`src/rtl/wb_pkg.sv`:
```
// Shared encodings and types for the writeback stage and its load-alignment helper.
package wb_pkg;

    localparam int XLEN   = 32;
    localparam int REG_AW = 5;

    localparam logic [1:0] WB_ALU  = 2'd0;
    localparam logic [1:0] WB_LOAD = 2'd1;
    localparam logic [1:0] WB_LINK = 2'd2;

    localparam logic [1:0] LS_BYTE = 2'd0;
    localparam logic [1:0] LS_HALF = 2'd1;
    localparam logic [1:0] LS_WORD = 2'd2;

    typedef enum logic [1:0] {
        ST_IDLE     = 2'd0,
        ST_WAIT_MEM = 2'd1,
        ST_COMMIT   = 2'd2
    } wb_state_e;

    // Fields of a load parked while its read data is outstanding.
    typedef struct packed {
        logic [REG_AW-1:0] dest;
        logic              reg_write;
        logic [1:0]        load_size;
        logic              load_signed;
        logic [1:0]        addr_lo;
    } held_load_t;

    // Reserved select value 3 falls back to the ALU result.
    function automatic logic [XLEN-1:0] select_result(input logic [1:0] sel,
                                                      input logic [XLEN-1:0] alu,
                                                      input logic [XLEN-1:0] link);
        case (sel)
            WB_ALU:  return alu;
            WB_LINK: return link;
            default: return alu;
        endcase
    endfunction

endpackage

```
`src/rtl/load_align.sv`:
```
// Combinational little-endian lane extraction and sign/zero extension for loads,
// with a misalignment flag for half/word accesses.
module load_align
    import wb_pkg::*;
(
    input  logic [XLEN-1:0] rdata,
    input  logic [1:0]      addr_lo,
    input  logic [1:0]      size,
    input  logic            sign_ext,
    output logic [XLEN-1:0] data,
    output logic            misaligned
);

    logic [7:0]  byte_lane;
    logic [15:0] half_lane;

    always_comb begin
        case (addr_lo)
            2'd0:    byte_lane = rdata[7:0];
            2'd1:    byte_lane = rdata[15:8];
            2'd2:    byte_lane = rdata[23:16];
            default: byte_lane = rdata[31:24];
        endcase
        half_lane = addr_lo[1] ? rdata[31:16] : rdata[15:0];

        data       = rdata;
        misaligned = 1'b0;
        case (size)
            LS_BYTE: data = {{24{sign_ext & byte_lane[7]}}, byte_lane};
            LS_HALF: begin
                data       = {{16{sign_ext & half_lane[15]}}, half_lane};
                misaligned = addr_lo[0];
            end
            LS_WORD: misaligned = (addr_lo != 2'b00);
            default: misaligned = (addr_lo != 2'b00);
        endcase
    end

endmodule

```
`src/rtl/writeback_stage.sv`:
```
// Writeback stage: selects ALU/load/link data and drives the register file write port.
// Optional WB_BYPASS_EN adds a same-cycle write-before-read forwarding path.
module writeback_stage
    import wb_pkg::*;
(
    input  logic              clk,
    input  logic              rst,
    input  logic              in_valid,
    output logic              in_ready,
    input  logic [REG_AW-1:0] in_dest,
    input  logic              in_reg_write,
    input  logic [1:0]        in_wb_sel,
    input  logic [XLEN-1:0]   in_alu_result,
    input  logic [XLEN-1:0]   in_pc_plus4,
    input  logic [1:0]        in_load_size,
    input  logic              in_load_signed,
    input  logic [1:0]        in_addr_lo,
    input  logic [XLEN-1:0]   mem_rdata,
    input  logic              mem_rvalid,
    input  logic              flush,
    output logic              RegWrite,
    output logic [REG_AW-1:0] WriteReg,
    output logic [XLEN-1:0]   WriteData,
    output logic              retire,
    output logic              misalign_err,
`ifdef WB_BYPASS_EN
    input  logic [REG_AW-1:0] rd_addr1,
    input  logic [REG_AW-1:0] rd_addr2,
    input  logic [XLEN-1:0]   rf_data1,
    input  logic [XLEN-1:0]   rf_data2,
    output logic [XLEN-1:0]   data1_fwd,
    output logic [XLEN-1:0]   data2_fwd,
`endif
    output logic [1:0]        dbg_state
);

    // Handshake: a transfer happens on a rising edge where in_valid && in_ready;
    // in_ready depends only on state, never on in_valid.

    wb_state_e         state, state_nx;
    held_load_t        held, held_nx;
    logic              reg_write_nx, retire_nx, misalign_nx;
    logic [REG_AW-1:0] wreg_nx;
    logic [XLEN-1:0]   wdata_nx;
    logic [XLEN-1:0]   ld_data;
    logic              ld_mis;
    logic              accept;

    assign in_ready  = (state == ST_IDLE) || (state == ST_COMMIT);
    assign accept    = in_valid && in_ready;
    assign dbg_state = state;

    load_align u_load_align (
        .rdata      (mem_rdata),
        .addr_lo    (held.addr_lo),
        .size       (held.load_size),
        .sign_ext   (held.load_signed),
        .data       (ld_data),
        .misaligned (ld_mis)
    );

    always_comb begin
        state_nx     = state;
        held_nx      = held;
        reg_write_nx = 1'b0;
        retire_nx    = 1'b0;
        misalign_nx  = 1'b0;
        wreg_nx      = WriteReg;
        wdata_nx     = WriteData;

        if (flush) begin
            state_nx = ST_IDLE;
        end else begin
            case (state)
                ST_IDLE, ST_COMMIT: begin
                    state_nx = ST_IDLE;
                    if (accept) begin
                        if (in_wb_sel == WB_LOAD) begin
                            held_nx  = '{dest: in_dest, reg_write: in_reg_write,
                                         load_size: in_load_size,
                                         load_signed: in_load_signed,
                                         addr_lo: in_addr_lo};
                            state_nx = ST_WAIT_MEM;
                        end else begin
                            state_nx     = ST_COMMIT;
                            retire_nx    = 1'b1;
                            reg_write_nx = in_reg_write && (in_dest != '0);
                            wreg_nx      = in_dest;
                            wdata_nx     = select_result(in_wb_sel, in_alu_result, in_pc_plus4);
                        end
                    end
                end
                ST_WAIT_MEM: begin
                    if (mem_rvalid) begin
                        state_nx     = ST_COMMIT;
                        retire_nx    = 1'b1;
                        misalign_nx  = ld_mis;
                        reg_write_nx = held.reg_write && (held.dest != '0) && !ld_mis;
                        wreg_nx      = held.dest;
                        // A misaligned load still commits, exposing the raw word for diagnosis.
                        wdata_nx     = ld_mis ? mem_rdata : ld_data;
                    end
                end
                default: state_nx = ST_IDLE;
            endcase
        end
    end

    always_ff @(posedge clk or posedge rst) begin
        if (rst) begin
            state        <= ST_IDLE;
            held         <= '0;
            RegWrite     <= 1'b0;
            WriteReg     <= '0;
            WriteData    <= '0;
            retire       <= 1'b0;
            misalign_err <= 1'b0;
        end else begin
            state        <= state_nx;
            held         <= held_nx;
            RegWrite     <= reg_write_nx;
            WriteReg     <= wreg_nx;
            WriteData    <= wdata_nx;
            retire       <= retire_nx;
            misalign_err <= misalign_nx;
        end
    end

`ifdef WB_BYPASS_EN
    assign data1_fwd = (RegWrite && (WriteReg == rd_addr1)) ? WriteData : rf_data1;
    assign data2_fwd = (RegWrite && (WriteReg == rd_addr2)) ? WriteData : rf_data2;
`endif

endmodule
```
`config.mk`:
```
export PLATFORM = sky130hd
export DESIGN_NAME = writeback_stage
export DESIGN_NICKNAME = d
export VERILOG_FILES = /design/src/rtl/wb_pkg.sv /design/src/rtl/load_align.sv /design/src/rtl/writeback_stage.sv
export SDC_FILE = /design/constraint.sdc
export NUM_CORES = 1
export LEC_CHECK = 0
export ABC_AREA = 1
export CAP_MARGIN = 40
export CELL_PAD_IN_SITES_DETAIL_PLACEMENT = 0
export CELL_PAD_IN_SITES_GLOBAL_PLACEMENT = 2
export CORE_ASPECT_RATIO = 1.2
export CORE_MARGIN = 2
export CORE_UTILIZATION = 24
export DETAILED_ROUTE_END_ITERATION = 10
export GPL_TIMING_DRIVEN = 0
export PLACE_DENSITY_LB_ADDON = 0.15
export SYNTH_ARGS = -nofsm -noshare
export SYNTH_HDL_FRONTEND = slang
export SYNTH_HIERARCHICAL = 1
export SYNTH_SLANG_ARGS = --single-unit
```
`constraint.sdc`:
```
create_clock -name clk -period 4.4 [get_ports clk]
set_input_delay 0.88 -clock clk [delete_from_list [all_inputs] [get_ports clk]]
set_output_delay 0.88 -clock clk [all_outputs]
set_load 0.02 [all_outputs]
```
**Yosys cells after proc, flatten, opt, wreduce, memory -nomap -nowiden**

Index checks and enable logic that the tools add are counted.

- Word-level logic and storage cells: 73
- Output and inout bits: 43
- Register bits after elaboration: 53
- Input port bits: 114

- Reductions and logical operators: 16
- Eq/ne operators: 11
- Bitwise operators: 3
- Mux-type cells: 32

Operators with widths:

| kind | count |
|---|---|
| 2-to-1 mux 32 bit | 5 |
| one-hot mux 32 bit (2 select lines) | 2 |
| one-hot mux 8 bit (3 select lines) | 1 |
| 2-to-1 mux 16 bit | 1 |
| 2-to-1 mux 5 bit | 3 |
| 2-to-1 mux 1 bit | 11 |
| one-hot mux 5 bit (2 select lines) | 1 |
| nonzero test 5 bit | 2 |
| == test 2 x 1 -> 1 bit (second input constant) | 4 |
| 2-to-1 mux 2 bit | 4 |
| == test 2 bit (second input constant) | 3 |
| logical NOT 2 bit | 3 |
| inequality test 2 bit (second input constant) | 3 |
| one-hot mux 1 bit (2 select lines) | 3 |
| AND reduction 5 bit | 1 |
| logical AND 1 bit | 4 |
| one-hot mux 2 bit (2 select lines) | 1 |
| AND reduction 4 bit | 1 |
| nonzero test 2 bit | 2 |
| inequality test 3 bit (second input constant) | 1 |
| bitwise AND 1 bit | 2 |
| OR reduction 2 bit | 1 |
| logical NOT 1 bit | 1 |
| logical OR 1 bit | 1 |
| inverter 1 bit | 1 |

**Logic depth before layout (Yosys ltp)**

Gate-level depths: netlist (run 1).

- Depth after elaboration: 7
- Gate-level depth with buffers: 13
- Depth with buffers taken out: 12

**Hierarchy**

Netlist (run 1), hierarchy kept.

Modules (own cells, without submodules):

| module | area each (um^2) | cells each | instances |
|---|---|---|---|
| writeback_stage | 3,557.2 | 597 | 1 |
| load_align | 755.7 | 157 | 1 |

**Worst setup path before layout (run 1)**

Ideal clock, no wire load.

- Kind: input to register
- Start point: input port mem_rdata[15]
- End point: register WriteData[30]
- Data arrival time: 1,712 ps
- Stages on the path: 13
- Buffers on the path: 1
- Required time: 4,284 ps
- Slack: 2,572 ps
- Path through: inv_1 nand2_2 nand2_1 nand3_2 nand3_4 buf_6 nand3_1 nand2_1 nand2_1 nand2_1 nand2_1 nand2_1 nand2_1

- Word-level cells in the longest chain between the ends: 6

Ends and longest elaborated chain:

| element | RTL line | source |
|---|---|---|
| start: declaration | writeback_stage.sv:18 | `input logic [XLEN-1:0] mem_rdata,` |
| one-hot mux 8 bit (3 select lines) or 2-to-1 mux 16 bit (tied branches) | load_align.sv:18, load_align.sv:24 |  |
| bitwise AND 1 bit (on tied branches) | load_align.sv:29, load_align.sv:31 |  |
| one-hot mux 32 bit (2 select lines) (*) | load_align.sv:28 | `case (size)` |
| net ld_data[30] | writeback_stage.sv:45 | `logic [XLEN-1:0] ld_data;` |
| 2-to-1 mux 32 bit (*) | writeback_stage.sv:101 | `wdata_nx = ld_mis ? mem_rdata : ld_data;` |
| 2-to-1 mux 32 bit (*) | writeback_stage.sv:94 | `if (mem_rvalid) begin` |
| one-hot mux 32 bit (2 select lines) (*) | writeback_stage.sv:74 | `case (state)` |
| end signal: assignment | writeback_stage.sv:123 | `WriteData <= wdata_nx;` |
| end: declaration | writeback_stage.sv:23 | `output logic [XLEN-1:0] WriteData,` |

The timed path passes the listed nets; every way through them passes the cells marked *. The select of a mux whose other input is x is not followed.
A chain may end at the register's enable or synchronous reset.

**Final worst setup path (run 1)**

- Start point: register state[0], in the netlist dbg_state[0]
- End point: output port in_ready

- Word-level cells in the longest chain between the ends: 2

Ends and longest elaborated chain:

| element | RTL line | source |
|---|---|---|
| start: declaration | writeback_stage.sv:40 | `wb_state_e state, state_nx;` |
| start signal: assignment | writeback_stage.sv:119 | `state <= state_nx;` |
| == test 2 bit or logical NOT 2 bit (tied branches) | writeback_stage.sv:49 | `assign in_ready = (state == ST_IDLE) \|\| (state == ST_COMMIT);` |
| logical OR 1 bit (*) | writeback_stage.sv:49 |  |
| end: declaration | writeback_stage.sv:9 | `output logic in_ready,` |

Every way passes the cells marked *; elsewhere a longest branch is shown, timed or not.

==> metrics.csv, run 1 <==
metric,value,unit
Tcrit/Tclk final,53.0,%
finished layout cell area,0.00631,mm^2
CP max FO,4,
I/O Buffers,155,
TritonRoute pass-1 iters,4,
ys flop type,dfrtp_1,
global route hottest layer,met2,
Flop pwr share,30.8,%
final max-slew violation count,0,
Die X,126,um
Syn Area/Cell,5.72,um^2
critical path capture point type,output port,
GRT overflow,0,
Detailed Route WL,16700,um
CTS root buffer,clkbuf_16,
n_diodes,0,
final hold viol count,0,
Net Sw Frac,41.0,%
maximum VDD drop,0.148,mV
row count,53,
DRT iter0 DRCs,231,
DP HPWL,13500,um
Max Fclk,429,MHz
via-per-instance ratio,4.35,
synthesized net count,868,
layout cells sized above 1,6.43,%
Async SR Flop Fraction,100,%
Leakage,3.43,nW
Setup CP Type,reg2out,
M1 GR Usage,22.3,%
CP required,3.52,ns
chip height,151,um
vias in the first global route,4917,
Starting Density,24.5,%
RSZ-0062 raised after global routing,false,
RD Place Congestion,0.862,
count of antenna-violating nets left after detailed routing,0,
Post-synth EDFFs,0,
Global Route met2 Usage,31.2,%
sequential element share of the synthesized area,30.8,%
max-cap violations,0,
part of the power in combinational logic,48.2,%
Area Overhead vs Synth,46.4,%
DRC errors left,0,
Least-Margin Pin Slew,0.574,ns
max_slew headroom,61.5,%
mapped cell area,0.00431,mm^2
power per cell area,330,mW/mm^2
hold-fix buffers at CTS,0,
status,"finished, final reports clean",
fin nets,1031,
Setup TNS,0,ns
WL per Instance,14.7,um
worst skew pair latency,0.31,ns
clock share of power,21.0,%
CTS Buf Count,5,
TritonCTS clock tree,done,
Tot GR Track Use,17.6,%
Area after DPL,0.00616,mm^2
clock slew seen by the registers of the worst setup and hold paths,0.08,ns
#FFs+latches synth,53,
Worst Skew,0.00577,ns
NetSw,0.855,mW
Mapped Cells,754,
IO Pins,157,
first-pass GRT wire length,26300,um
global routing met3 resource utilization,3.36,%
Setup Viol. Count Final,0,
Post-CTS Setup Inserts,0,
initial antenna violation count,0,
DIE AREA,0.0191,mm^2
# fillers,2017,
largest net degree at the start of global routing,32,
CTS Sinks,53,
Final min period,2.33,ns
Bufs on Longest Clock Path,2,
total core area,0.0176,mm^2
Int Power,1.23,mW
Final Non-Filler Cells,1138,
Startpoint Class,register,
vias,4952,
worst min path class,reg2reg,
post-CTS sizing,0,
DP Cell Count,1130,
Unique masters post-synth,28,
YS warnings,6,
CP arrival,1.45,ns
depth of the CTS H-tree,2,
[state kept, by name, summed over array words and instances, names as in the netlist]
register and cells:
WriteData 32, held 11, WriteReg 5, dbg_state 2, RegWrite 1, misalign_err 1, retire 1
[worst paths after layout]
path / start / to / slack, ns / depth (start not counted)
setup / recovery: dbg_state[0]$_DFFE_PP0P_ / in_ready / 2.07 / 2
hold reg to reg: WriteReg[1]$_DFFE_PP0P_ / WriteReg[1]$_DFFE_PP0P_ / 0.48 / 2
setup reg to reg: held[4]$_DFFE_PP0P_ / WriteData[28]$_DFFE_PP0P_ / 2.45 / 13
min in group asynchronous: rst / WriteData[27]$_DFFE_PP0P_ / 0.94 / 2
hold / removal: WriteReg[1]$_DFFE_PP0P_ / WriteReg[1]$_DFFE_PP0P_ / 0.48 / 2
max in group asynchronous: rst / WriteData[14]$_DFFE_PP0P_ / 2.90 / 3
[cells in the final DEF (no fill, tap or decap), types with 3 or more instances in the layout]
cell               n
dfrtp_1           53
o211ai_1           7
clkbuf_1          11
o21ai_0            9
inv_1             90
a21oi_1           13
nand3_1           95
clkbuf_16          5
o21ai_1            5
buf_2             20
buf_4              5
nand2_2            3
nor2_1            13
inv_2              7
clkdlybuf4s50_1  155
buf_6              7
nand2_1          403
[layer usage]
layer | vias to the layer above | wire length (um)
li1 | 2613 | -
met1 | 2187 | 7270
met2 | 138 | 8220
met3 | 14 | 1030
met4 | 0 | 221
met5 | - | 0
[Yosys cell counts (3+ instances only)]
master / instances / area, um^2
o211ai_1: 7 / 52.6
clkbuf_1: 11 / 41.3
buf_6: 7 / 78.8
dfrtp_1: 53 / 1330
buf_2: 20 / 100
nand3_1: 95 / 475
buf_4: 5 / 37.5
o21ai_0: 9 / 45.0
nand2_1: 403 / 1510
o21ai_1: 5 / 25.0
inv_2: 6 / 22.5
inv_1: 91 / 342
nor2_1: 13 / 48.8
a21oi_1: 13 / 65.1
nand2_2: 3 / 18.8
[power by group through the flow]
stage          Clock, mW  Combinational, mW  Sequential, mW
6_report           0.438               1.00           0.642
4_1_cts            0.460               1.02           0.644
3_3_place_gp           0               1.01           0.653
2_1_floorplan          0              0.506           0.729
3_5_place_dp           0               1.01           0.653
5_1_grt            0.475               1.13           0.655
[stage by stage]
stage / worst slack, ns / hold WS (ns) / utilization (%) / power [mW]
2_1_floorplan: 2.23 / 0.453 / - / 1.23
3_3_place_gp: 1.05 / 0.462 / 34.9 / 1.66
3_5_place_dp: 1.79 / 0.464 / 35.1 / 1.67
4_1_cts: 2.05 / 0.488 / 35.9 / 2.12
5_1_grt: 1.98 / 0.503 / 35.9 / 2.26
6_report: 2.07 / 0.483 / 35.9 / 2.08
[area by class of cell]
class / instances / area [um^2] / share of cell area [%]
inverters: 99 / 374 / 5.93
well taps: 220 / 275 / 4.36
clock buffers: 5 / 125 / 1.98
plain buffers: 43 / 258 / 4.08
flip-flops and latches: 53 / 1330 / 21.0
multi-input cells: 559 / 2350 / 37.3
clock inverters: 3 / 28.8 / 0.456
repair buffers: 156 / 1570 / 24.9
[critical path, stage by stage (launching register included)]
cell and delay (ns):
dfrtp_1 0.43, inv_2 0.11, clkdlybuf4s50_1 0.61
[cell families after synthesis]
family	after synthesis	share of synthesized area, %
simple gates	521	49.6
flops	53	30.8
buf+inv	142	14.7
compound gates	38	5.05
(Power assumes the default switching activity.)
==> inputs of run 2 (changes only) <==
--- a/config.mk
+++ b/config.mk
@@ -11,7 +11,7 @@
 export CELL_PAD_IN_SITES_GLOBAL_PLACEMENT = 2
 export CORE_ASPECT_RATIO = 1.2
 export CORE_MARGIN = 2
-export CORE_UTILIZATION = 24
+export CORE_UTILIZATION = 22
 export DETAILED_ROUTE_END_ITERATION = 10
 export GPL_TIMING_DRIVEN = 0
 export PLACE_DENSITY_LB_ADDON = 0.15
==> constraint.sdc (replaced) <==
create_clock -name clk -period 2.25 [get_ports clk]
set_input_delay 0.45 -clock clk [delete_from_list [all_inputs] [get_ports clk]]
set_output_delay 0.45 -clock clk [all_outputs]
set_load 0.02 [all_outputs]
==> metrics.csv, run 2 (synthesis gave the netlist of run 1 again) <==
metric,value,unit
status,"finished, final reports clean",
largest registers,"WriteData x32, held x11, WriteReg x5",
Setup crit end,WriteData[12]$_DFFE_PP0P_,
worst skew pair latency,0.31,ns
Least-Margin Pin Slew,0.571,ns
DRC errors left,0,
most frequent cells in the layout,"nand2_1 (403), clkdlybuf4s50_1 (155), nand3_1 (95), inv_1 (90), dfrtp_1 (53)",
RSZ-0062 raised after global routing,false,
fin nets,1031,
reg2reg start,held[1]$_DFFE_PP0P_,
GRT overflow,0,
Setup CP Type,reg2reg,
critical path capture point type,register,
count of antenna-violating nets left after detailed routing,0,
"slowest stage delay, CP",0.43,ns
maximum VDD drop,0.316,mV
CP dominant cell by count,nand2_1,
CP required,2.46,ns
Detailed Route WL,18000,um
Final min period,1.96,ns
I/O Buffers,155,
Setup TNS,0,ns
DP HPWL,14000,um
TritonCTS clock tree,done,
WP buf/inv,4,
row count,56,
CTS root buffer,clkbuf_16,
Max Fclk,511,MHz
Reg2Reg Setup Slack,0.29,ns
Crit path max-delay family,buffers and inverters,
TritonRoute pass-1 iters,4,
worst flop-to-flop path endpoint,WriteData[12]$_DFFE_PP0P_,
CTS Sinks,53,
power per cell area,656,mW/mm^2
WL per Instance,15.2,um
Startpoint Class,register,
worst min path class,reg2reg,
first-pass GRT wire length,28900,um
final hold viol count,0,
CP max FO,10,
CTS Buf Count,5,
n_diodes,0,
vias,4968,
Leakage,3.44,nW
max_slew headroom,61.7,%
post-CTS sizing,0,
CP Launch Point,held[1]$_DFFE_PP0P_,
IO Pins,157,
chip height,157,um
slowest cell on the critical path,dfrtp_1,
max-cap violations,0,
Bufs on Longest Clock Path,2,
Die X,132,um
max reg flops,32,
vias in the first global route,5208,
Worst Skew,0.0101,ns
"commonest non-fill, non-tap cell in the layout",nand2_1,
Setup Viol. Count Final,0,
hold-fix buffers at CTS,0,
clock slew seen by the registers of the worst setup and hold paths,0.08,ns
Reg2Reg Depth,12,
Levels on crit path,12,
largest net degree at the start of global routing,34,
Post-CTS Setup Inserts,0,
final max-slew violation count,0,
CP Cell Sequence,buf_6 > nor2_2 > o22ai_1 > buf_2 > clkinv_1 > buf_2 > nand2_1 > nand2_1 > nand2_1 > nand2_1 > nand2_1 > nand2_1,
initial antenna violation count,0,
Final Core Density,32.9,%
Tot GR Track Use,17.7,%
total core area,0.0194,mm^2
layout cells sized above 1,6.32,%
Reg with most FFs,WriteData,
DRT iter0 DRCs,181,
via-per-instance ratio,4.21,
Tcrit/Tclk final,86.9,%
CP arrival,2.16,ns
depth of the CTS H-tree,2,
Area Overhead vs Synth,47.9,%
DIE AREA,0.0207,mm^2
Starting Density,22.2,%
hold path start,WriteData[30]$_DFFE_PP0P_,
RD Place Congestion,0.821,
-- run 2: cell count changes in the layout (fill, tap and decap cells not counted) --
| cell | change |
|---|---|
| inv_6 | -1 |
| clkbuf_1 | +1 |
| inv_8 | -1 |
| bufinv_16 | +1 |
-- run 2: cell type report --
cell class	count	area, um^2
fill	2157	13000
multi-input combinational	559	2350
timing repair buffer	156	1570
sequential	53	1330
inverter	99	374
tap	261	327
buffer	43	258
clock buffer	6	129
clock inverter	2	38.8
-- run 2: report_power, final --
part	internal, mW	switching [mW]
logic	0.844	1.14
registers	1.13	0.132
clock network	0.530	0.406
-- run 2: how the worst min path moves through the flow --
stage | cells after the start | endpoint | slack, ns
2_1_floorplan | 2 | held[5]$_DFFE_PP0P_ | 0.45
3_3_place_gp | 2 | WriteData[31]$_DFFE_PP0P_ | 0.46
3_5_place_dp | 2 | WriteData[27]$_DFFE_PP0P_ | 0.47
4_1_cts | 2 | WriteData[31]$_DFFE_PP0P_ | 0.49
5_1_grt | 2 | WriteData[22]$_DFFE_PP0P_ | 0.52
6_report | 2 | WriteData[30]$_DFFE_PP0P_ | 0.48
-- run 2: tightest hold or removal path: stages (launching register included) --
cell     delay, ns
dfrtp_1       0.35
nand2_1       0.05
nand2_1       0.05
-- run 2: metrics by stage --
| stage | total power, mW | cell area (um^2) | hold WS (ns) | setup WS, ns | cells |
|---|---|---|---|---|---|
| after floorplan | 2.41 | 4310 | 0.453 | 0.514 | 754 |
| after global placement | 3.28 | 6190 | 0.464 | -0.830 | 1170 |
| after detailed placement | 3.29 | 6210 | 0.468 | 0.0614 | 1171 |
| after CTS | 4.26 | 6380 | 0.487 | 0.262 | 1179 |
| after global routing | 4.53 | 6380 | 0.518 | 0.0918 | 1179 |
| final | 4.19 | 6380 | 0.485 | 0.294 | 1179 |
-- run 2: layer usage --
layer | global-route usage [%] | wire (um) | up-vias
met5 | 0 | 0 | -
li1 | - | - | 2606
met3 | 3.22 | 875 | 10
met1 | 22.5 | 8160 | 2214
met4 | 3.62 | 171 | 0
met2 | 31.6 | 8750 | 138
==> inputs of run 3 (changes only) <==
--- a/config.mk
+++ b/config.mk
@@ -12,6 +12,7 @@
 export CORE_ASPECT_RATIO = 1.2
 export CORE_MARGIN = 2
 export CORE_UTILIZATION = 22
+export CTS_CLUSTER_SIZE = 10
 export DETAILED_ROUTE_END_ITERATION = 10
 export GPL_TIMING_DRIVEN = 0
 export PLACE_DENSITY_LB_ADDON = 0.15
==> results of run 3 <==
The final DEF is identical to that of run 2; final timing and power are the same.
